**src/rtl/aes_top_pack.sv**
```systemverilog
// Shared types and constants for the AES test top: arbiter state encoding,
// datapath widths and the arbiter source-count ceiling.
package aes_top_pack;

    localparam int REG_SIZE          = 32;
    localparam int WORD_COUNTER_SIZE = 16;
    localparam int ARB_MAX_SRC       = 8;

    typedef enum logic [0:0] {
        IDLE   = 1'b0,
        LOCKED = 1'b1
    } arb_state_t;

endpackage

```
**src/rtl/rr_priority_picker.sv**
```systemverilog
// Combinational round-robin picker: returns the first requester found when
// searching upward from i_last+1, wrapping modulo N.
module rr_priority_picker
    import aes_top_pack::*;
#(
    parameter int N     = 4,
    parameter int IDX_W = $clog2(N)
) (
    input  logic [N-1:0]     i_req,
    input  logic [IDX_W-1:0] i_last,
    output logic             o_found,
    output logic [IDX_W-1:0] o_idx
);

    logic [IDX_W-1:0] w_try_idx;

    // Walk from the farthest offset back to the nearest so the nearest hit wins.
    always_comb begin
        o_found   = 1'b0;
        o_idx     = '0;
        w_try_idx = '0;
        for (int k = N; k >= 1; k--) begin
            w_try_idx = IDX_W'((int'(i_last) + k) % N);
            if (i_req[w_try_idx]) begin
                o_found = 1'b1;
                o_idx   = w_try_idx;
            end else begin
                o_found = o_found;
            end
        end
    end

endmodule

```
**src/rtl/aes_st_arbiter.sv**
```systemverilog
// Packet-locked round-robin arbiter sharing one Avalon-ST sink between NUM_SRC sources.
// Optional per-source packet counters are built when AES_ST_ARB_PKT_CNT_EN is defined.
module aes_st_arbiter
    import aes_top_pack::*;
#(
    parameter int NUM_SRC = 4,
    parameter int DATA_W  = REG_SIZE
) (
    input  logic                        clk,
    input  logic                        rst_n,
    input  logic [NUM_SRC-1:0]          src_valid,
    input  logic [NUM_SRC-1:0]          src_sop,
    input  logic [NUM_SRC-1:0]          src_eop,
    input  logic [NUM_SRC*DATA_W-1:0]   src_data,
    output logic [NUM_SRC-1:0]          src_ready,
    output logic                        snk_valid,
    output logic                        snk_sop,
    output logic                        snk_eop,
    output logic [DATA_W-1:0]           snk_data,
    input  logic                        snk_ready,
    output logic [$clog2(NUM_SRC)-1:0]  grant,
    output logic                        busy
`ifdef AES_ST_ARB_PKT_CNT_EN
    ,
    output logic [NUM_SRC*WORD_COUNTER_SIZE-1:0] pkt_cnt
`endif
);

    localparam int IDX_W = $clog2(NUM_SRC);

    arb_state_t         r_state;
    logic [IDX_W-1:0]   r_grant;
    logic [IDX_W-1:0]   r_last_grant;

    logic [NUM_SRC-1:0] w_cand;
    logic               w_found;
    logic [IDX_W-1:0]   w_pick;
    logic               w_locked;
    logic               w_accept;
    logic               w_eop_accept;

    // Only a source opening a packet may win; a stray mid-packet beat is held off.
    assign w_cand       = src_valid & src_sop;
    assign w_locked     = (r_state == LOCKED);
    assign w_accept     = w_locked & src_valid[r_grant] & snk_ready;
    assign w_eop_accept = w_accept & src_eop[r_grant];

    rr_priority_picker #(
        .N     (NUM_SRC),
        .IDX_W (IDX_W)
    ) u_picker (
        .i_req   (w_cand),
        .i_last  (r_last_grant),
        .o_found (w_found),
        .o_idx   (w_pick)
    );

    // Arbitration FSM: lock on a candidate's sop, release on the accepted eop.
    always_ff @(posedge clk or negedge rst_n) begin
        if (!rst_n) begin
            r_state      <= IDLE;
            r_grant      <= '0;
            r_last_grant <= IDX_W'(NUM_SRC - 1);
        end else begin
            case (r_state)
                IDLE: begin
                    if (w_found) begin
                        r_grant <= w_pick;
                        r_state <= LOCKED;
                    end else begin
                        r_state <= IDLE;
                    end
                end
                LOCKED: begin
                    if (w_eop_accept) begin
                        r_last_grant <= r_grant;
                        r_state      <= IDLE;
                    end else begin
                        r_state <= LOCKED;
                    end
                end
                default: begin
                    r_state <= IDLE;
                end
            endcase
        end
    end

    // Sink is a pass-through of the granted source while locked, quiet otherwise.
    always_comb begin
        src_ready = '0;
        snk_valid = 1'b0;
        snk_sop   = 1'b0;
        snk_eop   = 1'b0;
        snk_data  = '0;
        if (w_locked) begin
            snk_valid          = src_valid[r_grant];
            snk_sop            = src_sop[r_grant];
            snk_eop            = src_eop[r_grant];
            snk_data           = src_data[int'(r_grant)*DATA_W +: DATA_W];
            src_ready[r_grant] = snk_ready;
        end else begin
            src_ready = '0;
        end
    end

    assign grant = r_grant;
    assign busy  = w_locked;

`ifdef AES_ST_ARB_PKT_CNT_EN
    logic [WORD_COUNTER_SIZE-1:0] r_pkt_cnt [NUM_SRC];

    // Per-source completed-packet counters, wrapping naturally at full scale.
    always_ff @(posedge clk or negedge rst_n) begin
        if (!rst_n) begin
            for (int i = 0; i < NUM_SRC; i++) begin
                r_pkt_cnt[i] <= '0;
            end
        end else if (w_eop_accept) begin
            r_pkt_cnt[r_grant] <= r_pkt_cnt[r_grant] + WORD_COUNTER_SIZE'(1);
        end
    end

    // Flatten counters onto the output bus, source i in slot i.
    always_comb begin
        pkt_cnt = '0;
        for (int i = 0; i < NUM_SRC; i++) begin
            pkt_cnt[i*WORD_COUNTER_SIZE +: WORD_COUNTER_SIZE] = r_pkt_cnt[i];
        end
    end
`else
    // Counters compiled out; arbitration above is unaffected.
`endif

endmodule

```
**config.mk**
```make
export PLATFORM = sky130hd
export DESIGN_NAME = aes_st_arbiter
export DESIGN_NICKNAME = d
export VERILOG_FILES = /design/src/rtl/aes_top_pack.sv /design/src/rtl/rr_priority_picker.sv /design/src/rtl/aes_st_arbiter.sv
export SDC_FILE = /design/constraint.sdc
export NUM_CORES = 1
export LEC_CHECK = 0
export CAP_MARGIN = 20
export CORE_AREA = 2 2 72 74
export DETAILED_ROUTE_END_ITERATION = 12
export DIE_AREA = 0 0 74 76
export DONT_BUFFER_PORTS = 1
export PLACE_DENSITY = 0.48
export SYNTH_ARGS = -nofsm -noshare
export SYNTH_HDL_FRONTEND = slang
export SYNTH_SLANG_ARGS = --single-unit
```
**constraint.sdc**
```tcl
create_clock -name clk -period 5.45 [get_ports clk]
set_clock_uncertainty 0.15 [all_clocks]
set_input_delay 1.09 -clock clk [delete_from_list [all_inputs] [get_ports clk]]
set_output_delay 1.09 -clock clk [all_outputs]
set_load 0.02 [all_outputs]
```
### Word-level counts from Yosys, hierarchy flattened

Index checks and enable logic that the tools add are counted.

* register bits after elaboration: 5
* bits of input ports: 143
* output and inout port bits: 42

* add/sub/neg operators: 4
* $lt $le $gt $ge: 6
* shift-type cells: 1
* multiplexer cells: 32
* bitwise logic cells: 6
* reductions and logical operators: 3

Operator list (count)
* $shiftx A128 B8 Y32: 1
* $mux W32: 1
* $mux W1: 17
* $lt A2 B3 Y1 const B: 5
* $bmux W1 S2: 7
* $and A4 B4 Y4: 2
* $mux W2: 4
* $add A2 B1 Y2 const B: 2
* $add A2 B2 Y2 const B: 2
* $mux W4: 1
* $reduce_and A2 Y1: 2
* $and A1 B1 Y1: 3
* $demux W1 S2: 1
* $ge A2 B1 Y1 const B: 1
* $pmux W1 S2: 1
* $logic_and A1 B1 Y1: 1
* $not A1 Y1: 1

### Logic depth before layout (Yosys ltp)

* depth in word-level cells: 9
* gate-level depth with buffers: 5

### Cells and area by module

A second synthesis with hierarchy kept.

* cell total of the unflattened synthesis: 124
* area total of the unflattened synthesis: 1428.9 um^2

By module, submodules not included
* aes_st_arbiter: times used 1, cells an instance 110, area each 1337.5 um^2
* rr_priority_picker: times used 1, cells an instance 14, area each 91.3 um^2

### Worst setup path before layout

OpenSTA, ideal clock, no wires.

* path kind: input -> output
* start: in src_eop[1]
* end: out snk_eop
* arrival time: 1838 ps
* required time: 4210 ps
* path slack: 2372 ps
* stages on the path: 2
* path through: mux4_1 and2_1

* word-level cells in the longest chain between the ends: 3

Ends and longest elaborated chain
* from (decl): line aes_st_arbiter.sv:13 `input logic [NUM_SRC-1:0] src_eop,`
* $bmux W1 S2: line aes_st_arbiter.sv:99 `snk_eop = src_eop[r_grant];`
* $mux W1 (not written as such): line aes_st_arbiter.sv:99
* $mux W1: line aes_st_arbiter.sv:96 `if (w_locked) begin`
* to (decl): line aes_st_arbiter.sv:18 `output logic snk_eop,`

Every way passes these cells. The select of a mux whose other input is x is not followed.

### Worst setup path after layout

* start: reg r_grant[0], in the netlist grant[0]
* end: out snk_data[1]

* word-level cells in the longest chain between the ends: 2

Ends and longest elaborated chain
* from (decl): line aes_st_arbiter.sv:32 `logic [IDX_W-1:0] r_grant;`
* from (signal assigned): line aes_st_arbiter.sv:68 `r_grant <= w_pick;`
* $shiftx A128 B8 Y32: line aes_st_arbiter.sv:100 `snk_data = src_data[int'(r_grant)*DATA_W +: DATA_W];`
* $mux W32: line aes_st_arbiter.sv:96
* to (decl): line aes_st_arbiter.sv:19 `output logic [DATA_W-1:0] snk_data,`

Every way passes these cells.

==> results_dict.tcl <==
set metrics [dict create \
    hold_slack_ns 0.382 \
    hp-class "reg2reg" \
    ys_async_sr_fraction_pct 100 \
    syn_area_per_cell_um2 12.1 \
    fin_nets 257 \
    final.min_clock_period_ns 3.42 \
    clkLatencyLatePin_ns 0.22 \
    p_per_area_nw_per_um2 659 \
    fp.coreArea_um2 4910 \
    ys_warn_count 0 \
    irDropWorstVdd_v 0.000249 \
    outcome "finished clean" \
    synth_top_cell_by_area "mux4_2" \
    antenna_found_initial 4 \
    portBuffers 0 \
    clockRootBuffer "clkbuf_8" \
    yosysSeqAreaShare_pct 8.80 \
    grt_overflow_total 0 \
    rsz0062_at_grt "no" \
    drtIter0Drc 21 \
    synth_area_um2 1450 \
    synth_edf_count 0 \
    place.gp.congestion 0.676 \
    power_frac_comb_pct 76.5 \
    cts.sinks 5 \
    fin_area_um2 1490 \
    syn_nets 263 \
    final.setup.tns_ns 0 \
    grt_max_degree 41 \
    wl_per_cell_um 24.3 \
    switchingPower_uw 531 \
    htreeDepth 1 \
    cp.required_ns 4.21 \
    fmax_ghz 0.292 \
    switching_share_pct 54.0 \
    slew_headroom_pct 40.0 \
    grt_pass1_wl_mm 6.47 \
    layout_commonest_cell "and2_1" \
    crit_arrival_ns 2.18 \
    synthTopCellsByArea "mux4_2, and2_1, dfrtp_1" \
    finalMaxSlewViolations 0 \
    start_util_pct 29.5 \
    crit_type "reg2out" \
    synth_top_area_share_pct 51.3 \
    drive_above_1_share_pct 38.9 \
    grtUsageTotal_pct 15.0 \
    syn_inst 120 \
    area_delta_synth_final_pct 3.02 \
    r2r_cells 3 \
    clkTransAtPathRegs_ns 0.03 \
    ys.flop_type "dfrtp_1" \
    reg2reg_from "grant[1]" \
    hold_path_end "r_last_grant[1]" \
    post-cts-setup-buffers 0 \
    r2r-end "r_last_grant[0]" \
    intPower_uw 453 \
    tightest_slew_ns 0.899 \
    cap_violations 0 \
    path_max_fanout 27 \
    setup_viol 0 \
    synth.distinct_cells 26 \
    period_share_pct 62.8 \
    die_w_um 74 \
    cts_tree "yes" \
    routed_wl_mm 4.50 \
    r2r_slack_ns 3.33 \
    num-fill-cells 495 \
    drc 0 \
    holdPathStages 2 \
    power_frac_clock_pct 6.9 \
    power.total_uw 984 \
    worstHoldStart "r_last_grant[1]" \
    placed_area_um2 1440 \
    ys_ff_latch 5 \
    post_cts_resized 0 \
    finalHoldViolCount 0 \
    die_area_um2 5620 \
    die_h_um 76 \
    num_rows 26 \
    layout_common_cells "and2_1, mux4_2, nand2_1" \
    firstDrtPassIters 4 \
    first_global_vias 1213 \
    worst_setup_path_start_kind "register" \
    io_pins 185 \
    cts_max_path_buffers 2 \
    cts_made_buffers 3 \
    ctsHoldBuffers 0 \
    dr_total_vias 1132 \
    pwr-share-seq_pct 16.6 \
    antenna_left 0 \
    viasPerCell 6.12 \
    hpwl_mm 3.91 \
    end_kind "output pin" \
    power.leakage_uw 0.000469 \
]
==> power by group through the flow <==
stage,sequential (µW),clock [µW],combinational (µW)
finish,163,67.9,753
global route,176,72.4,815
global placement,160,0,757
detailed placement,167,0,764
floorplan,89.4,0,820
CTS,166,69.0,765
==> per-stage QoR <==
| step | setup WS (ns) | cells | utilization, % |
|---|---|---|---|
| after floorplan | 2.37 | 120 | - |
| after global routing | 1.85 | 184 | 30.4 |
| after global placement | 2.25 | 179 | 29.4 |
| after CTS | 1.97 | 183 | 30.3 |
| final | 2.03 | 185 | 30.4 |
| after detailed placement | 2.21 | 179 | 29.4 |
==> kinds of logic (layout without fill, tap and decap cells) <==
family,Yosys count,count (layout),synth area share [%]
muxes,37,37,56.4
AOI/OAI and AO/OA,12,12,5.87
other,0,2,0
DFF,5,5,8.80
and+or+nand+nor,51,51,20.7
buffers and inverters,15,8,8.20
==> layer usage <==
layer	part of all wire [%]	vias to the layer above	track usage, %
met5	0.51	-	0
met1	32	549	15.9
li1	-	473	-
met3	14	4	6.75
met4	0.022	4	2.36
met2	53	102	27.1
==> worst max-delay path, stage by stage, from the launching register on <==
cell     delay (ns)
dfrtp_2        0.64
buf_4          0.50
mux4_2         0.57
and2_1         0.24
==> Yosys cell counts (2+ instances only) <==
cell and n:
a21oi_1 2, a22o_1 2, and2_1 36, buf_12 3, buf_2 5, clkbuf_1 4, dfrtp_1 3, dfstp_2 2
inv_1 2, mux4_1 2, mux4_2 33, nand2_1 6, nand3_1 2, nor2_1 2, nor3_1 3, o21ai_0 3
==> how the worst max path moves through the flow <==
stage               startpoint           end  slack, ns  cells past startpoint
floorplan           src_eop[1]       snk_eop       2.37                      2
global placement      grant[0]   snk_data[1]       2.25                      3
detailed placement    grant[0]  snk_data[16]       2.21                      3
CTS                   grant[0]  snk_data[16]       1.97                      3
global route          grant[0]  snk_data[16]       1.85                      3
finish                grant[0]   snk_data[1]       2.03                      3
==> registers in the layout, summed over array words and instances, names as in the netlist <==
register      flops
grant             2
r_last_grant      2
busy              1
==> layout make-up <==
class / count / area [µm²] / area share (%)
multi-input combinational: 100 / 1200 / 80.6
sequential: 5 / 130 / 8.71
tap: 70 / 87.6 / 5.86
clock buffer: 4 / 45.0 / 3.02
timing repair buffer: 2 / 15.0 / 1.01
inverter: 2 / 7.51 / 0.503
antenna: 2 / 5.00 / 0.335
Power figures use the tool's default switching activity.
